===== src/rtl/priv_int_arbiter.sv =====
// priv_int_arbiter: N-source interrupt front end for the privilege unit.
// Captures pending interrupts (edge or level per source), arbitrates by fixed
// priority or round-robin, holds the request until the pipeline drains and
// blocks re-entry until mret.
module priv_int_arbiter #(
  parameter int unsigned        N_SRC      = 8,
  parameter logic [N_SRC-1:0]   EDGE_MASK  = '0,
  parameter bit                 RR_MODE    = 1'b0,
  parameter int unsigned        CAUSE_W    = 5,
  parameter int unsigned        CAUSE_BASE = 0
) (
  input  logic               CLK,
  input  logic               nRST,
  input  logic [N_SRC-1:0]   int_src,
  input  logic [N_SRC-1:0]   int_en,
  input  logic               global_ie,
  input  logic [N_SRC-1:0]   sw_clear,
  input  logic               exception,
  input  logic               pipe_clear,
  input  logic               mret,
  output logic               irq_req,
  output logic [CAUSE_W-1:0] irq_cause,
  output logic               take_pulse,
  output logic [N_SRC-1:0]   pending,
  output logic               in_service
);

  localparam int unsigned IDX_W = (N_SRC > 1) ? $clog2(N_SRC) : 1;

  typedef enum logic [1:0] {
    IDLE    = 2'd0,
    REQ     = 2'd1,
    SERVICE = 2'd2
  } state_t;

  state_t             state;
  logic [N_SRC-1:0]   prev;
  logic               hist_vld;
  logic [N_SRC-1:0]   rise;
  logic [N_SRC-1:0]   take_clr;
  logic [N_SRC-1:0]   pend_nxt;
  logic [N_SRC-1:0]   eligible;
  logic [IDX_W-1:0]   win_c;
  logic               win_vld_c;
  logic [IDX_W-1:0]   win_q;
  logic [IDX_W-1:0]   rr_ptr;
  logic [IDX_W-1:0]   rr_nxt;

  // Edge history; hist_vld masks the first cycle after reset so a line held
  // high through reset is not seen as a fresh rising edge.
  always_ff @(posedge CLK or negedge nRST) begin
    if (!nRST) begin
      prev     <= '0;
      hist_vld <= 1'b0;
    end else begin
      prev     <= int_src;
      hist_vld <= 1'b1;
    end
  end

  // Next pending vector: edge sources are sticky (set beats clear), level
  // sources simply follow the registered line.
  always_comb begin
    rise     = int_src & ~prev & {N_SRC{hist_vld}};
    take_clr = '0;
    if (state == REQ && pipe_clear) begin
      take_clr = N_SRC'(1) << win_q;
    end
    pend_nxt = (EDGE_MASK & (rise | (pending & ~sw_clear & ~take_clr)))
             | (~EDGE_MASK & int_src);
  end

  // Pending register.
  always_ff @(posedge CLK or negedge nRST) begin
    if (!nRST) begin
      pending <= '0;
    end else begin
      pending <= pend_nxt;
    end
  end

  // Winner selection: descending scan so the last hit is the preferred one.
  always_comb begin
    eligible  = pending & int_en;
    win_c     = '0;
    win_vld_c = 1'b0;
    for (int k = int'(N_SRC) - 1; k >= 0; k--) begin
      if (RR_MODE) begin
        if (eligible[(int'(rr_ptr) + k) % int'(N_SRC)]) begin
          win_c     = IDX_W'((int'(rr_ptr) + k) % int'(N_SRC));
          win_vld_c = 1'b1;
        end
      end else if (eligible[k]) begin
        win_c     = IDX_W'(k);
        win_vld_c = 1'b1;
      end
    end
    rr_nxt = (win_c == IDX_W'(N_SRC - 1)) ? '0 : win_c + IDX_W'(1);
  end

  // Trap-entry FSM with registered request, cause, strobe and service flag.
  always_ff @(posedge CLK or negedge nRST) begin
    if (!nRST) begin
      state      <= IDLE;
      irq_req    <= 1'b0;
      irq_cause  <= '0;
      take_pulse <= 1'b0;
      in_service <= 1'b0;
      win_q      <= '0;
      rr_ptr     <= '0;
    end else begin
      take_pulse <= 1'b0;
      case (state)
        IDLE: begin
          if (global_ie && win_vld_c && !exception) begin
            state      <= REQ;
            irq_req    <= 1'b1;
            take_pulse <= 1'b1;
            win_q      <= win_c;
            irq_cause  <= CAUSE_W'(CAUSE_BASE + 32'(win_c));
            if (RR_MODE) begin
              rr_ptr <= rr_nxt;
            end
          end
        end
        REQ: begin
          if (pipe_clear) begin
            state      <= SERVICE;
            irq_req    <= 1'b0;
            in_service <= 1'b1;
          end
        end
        SERVICE: begin
          if (mret) begin
            state      <= IDLE;
            in_service <= 1'b0;
          end
        end
        default: begin
          state      <= IDLE;
          irq_req    <= 1'b0;
          in_service <= 1'b0;
        end
      endcase
    end
  end

endmodule


===== config.mk =====
export PLATFORM = sky130hd
export DESIGN_NAME = priv_int_arbiter
export DESIGN_NICKNAME = d
export VERILOG_FILES = /design/src/rtl/priv_int_arbiter.sv
export SDC_FILE = /design/constraint.sdc
export NUM_CORES = 1
export LEC_CHECK = 0
export ABC_AREA = 1
export BUFFER_PORTS_ARGS = -buffer_cell sky130_fd_sc_hd__buf_2
export CAP_MARGIN = 20
export CORE_UTILIZATION = 44
export CTS_BUF_LIST = sky130_fd_sc_hd__clkbuf_4 sky130_fd_sc_hd__clkbuf_8
export DETAILED_ROUTE_END_ITERATION = 12
export HOLD_SLACK_MARGIN = 0.05
export PLACE_DENSITY_LB_ADDON = 0.05
export SYNTH_ARGS = -nofsm -noshare
export SYNTH_HDL_FRONTEND = slang
export SYNTH_SLANG_ARGS = --single-unit

===== constraint.sdc =====
create_clock -name CLK -period 1.95 [get_ports CLK]
set_input_delay 0.2925 -clock CLK [delete_from_list [all_inputs] [get_ports CLK]]
set_output_delay 0.2925 -clock CLK [all_outputs]
set_load 0.02 [all_outputs]

==> out/qor.yml <==
global_routing:
  first_global_vias: 477
  grt_usage_pct: 18.4
  antenna_found_initial: 0
  grt_max_degree: 17
  gr-total-overflow: 0
  grt_first_pass_wirelength_mm: 1.84
clock_network:
  cts_buffers: 3
  cts_tree: "yes"
  h-tree-depth: 1
  cts_hold_buf: 1
  ctsResizeCount: 0
  cts_sinks: 16
  clkSlewWorstSetupHoldPaths_ns: 0.09
  cts_setup_buffers: 0
  cts.path.max_buffers: 2
  root_buffer: "clkbuf_4"
  clock_latency_ns: 0.29
logic_synthesis:
  async_flop_share_pct: 100
  synth_enable_flop_cells: 0
  synth_warnings: 0
  synth_fa_ha_area_share_pct: 0
  yosys_most_used_dff: "dfrtp_1"
  synth_xor_area_share_pct: 0
  synth_top_family_by_area: "simple AND/OR/NAND/NOR gates"
  synth.distinct_cells: 15
  yosys-top-cells-count: "nand2_1 (31), dfrtp_1 (16), inv_1 (5), nor2_1 (5), o21ai_0 (3)"
  synth_compound_area_share_pct: 5.60
  ys_ff_latch: 16
  syn_area_um2: 648
  synthSimpleGateAreaFrac_pct: 26.3
  netlist_instances: 71
  ys_top_cells_by_area: "dfrtp_1 (62%), nand2_1 (18%), inv_1 (2.9%)"
  yosys.area.top_type: "dfrtp_1"
  muxShareOfSynthArea_pct: 0
  synth.most_common_cell: "nand2_1"
  synth.avg_cell_area_um2: 9.13
  synth_top_area_share_pct: 61.8
  seq_area_frac_synth_pct: 61.8
floorplanning:
  num_rows: 13
  initial_core_util_pct: 48.6
  io_pins: 46
  die_h_um: 40.4
  die_w_um: 40.4
  coreArea_um2: 1330
  dieArea_um2: 1630
place:
  portBuffers: 35
  dpl.hpwl_um: 869
  gp_congestion: 0.726
  dp_slack_ns: 0.807
critical_path:
  startpoint_type: "flop"
  arrival_ns: 1.34
  critical_path_class: "reg2reg"
  crit_path_end_kind: "flop"
  crit_required_ns: 2.13
  path_max_fanout: 8
drt:
  drtIter0Drc: 7
  avgRoutedWirePerCell_um: 9.51
  drc: 0
  first_pass_iters: 4
  vias: 577
  ant_nets: 0
  wirelength_mm: 1.19
  viasPerCell: 4.62
power_and_ir_drop:
  power_switching_mw: 0.287
  p_leak_nw: 0.532
  seq_power_share_pct: 47.3
  sw_frac_of_total_pct: 32.6
  intPower_mw: 0.593
  comb_power_share_pct: 27.8
  power.share.clock_pct: 24.9
  power_density_nw_per_um2: 1000
  ir_worst_vdd_mv: 0.535
timing:
  final.min_clock_period_ns: 1.16
  clock_skew_ns: 0.00274
  setup-tns-final_ns: 0
  fin_crit_sh_pct: 59.4
  slew_violations: 0
  hold_viol: 0
  grt_setup_unrepaired: "no"
  max_freq_ghz: 0.864
  setup_viol: 0
  layout_setup_ws_ns: 0.792
cells_and_area:
  nFillCells: 117
  layout-drive-gt1-share_pct: 40.0
  syn2layout_area_growth_pct: 35.3
  fin_nets: 141
  diodes: 0
flow_run:
  cap_violations: 0
outcome:
  outcome: "finished clean"
min_path:
  hold_class: "in2reg"
## metal layers
metal  wire, um  track usage [%]  part of all wire [%]  up-vias
met5          0                0                     0        -
met4         31             12.5                   2.6        0
met3         99             5.00                   8.3        5
met2        538             30.2                    45       27
met1        520             20.4                    44      250
li1           -                -                     -      295
## per-stage QoR
step	cell area [um2]	power, mW	hold WS (ns)	utilization [%]	cells
after floorplan	652	0.580	-0.00309	-	72
after global placement	831	0.664	0.217	62.3	120
after detailed placement	831	0.667	0.218	62.3	120
after CTS	877	0.890	0.0967	65.8	125
after global routing	877	0.934	0.0934	65.8	125
final	877	0.880	0.101	65.8	125
## power groups by stage
stage	Combinational (mW)	Clock, mW	Sequential (mW)
3_3_place_gp	0.242	0	0.422
5_1_grt	0.276	0.232	0.426
2_1_floorplan	0.0931	0	0.487
6_report	0.244	0.219	0.417
3_5_place_dp	0.244	0	0.423
4_1_cts	0.248	0.225	0.417
## cell families (layout without fill, tap and decap cells)
group / count (synthesis) / in the layout
and+or+nand+nor: 40 / 40
DFF: 16 / 16
buffers and inverters: 8 / 46
AOI/OAI and AO/OA: 6 / 6
other: 1 / 2
## critical path, stage by stage, from the launching register on
cell and delay (ns):
dfrtp_1 0.39, nand2_1 0.08, nand2_1 0.07, nor2_1 0.13
nand2_1 0.10, nand2_4 0.11, inv_2 0.04, nand3b_1 0.07
nand2_1 0.05
## cell type report
type / count / area, um2 / share of cell area (%)
timing repair buffer: 36 / 185 / 21.1
inverter: 6 / 22.5 / 2.57
tap: 15 / 18.8 / 2.14
multi-input combinational: 48 / 214 / 24.4
clock buffer: 4 / 36.3 / 4.14
sequential: 16 / 400 / 45.6
## sequential cells by signal, indices dropped and copies added (netlist names)
signal      flops
state           2
irq_req         1
pending         8
in_service      1
irq_cause       3
take_pulse      1
## final timing paths
path | slack [ns] | cells after the start | end | start
worst max-delay path | 0.79 | 8 | irq_cause[1]$_DFFE_PN0P_ | pending[3]$_DFF_PN0_
worst min-delay path | 0.10 | 1 | pending[6]$_DFF_PN0_ | int_src[6]
worst max register to register | 0.79 | 8 | irq_cause[1]$_DFFE_PN0P_ | pending[3]$_DFF_PN0_
worst min register to register | 0.48 | 2 | irq_cause[0]$_DFFE_PN0P_ | irq_cause[0]$_DFFE_PN0P_
max in group asynchronous | 1.27 | 2 | pending[0]$_DFF_PN0_ | nRST
min in group asynchronous | 0.43 | 2 | irq_cause[2]$_DFFE_PN0P_ | nRST
## placed cells by master, fill, tap and decap left out, drive strengths merged
master       Yosys  final
a31o             1      1
dfrtp           16     16
conb             1      2
dlygate4sd3      0      1
buf              2     35
clkbuf           0      4
nor2             6      6
nand3b           1      1
o31ai            1      1
inv              6      6
and3b            1      1
o21ai            4      4
nand2           32     32
Note: power is estimated with default switching activity, not from simulation.
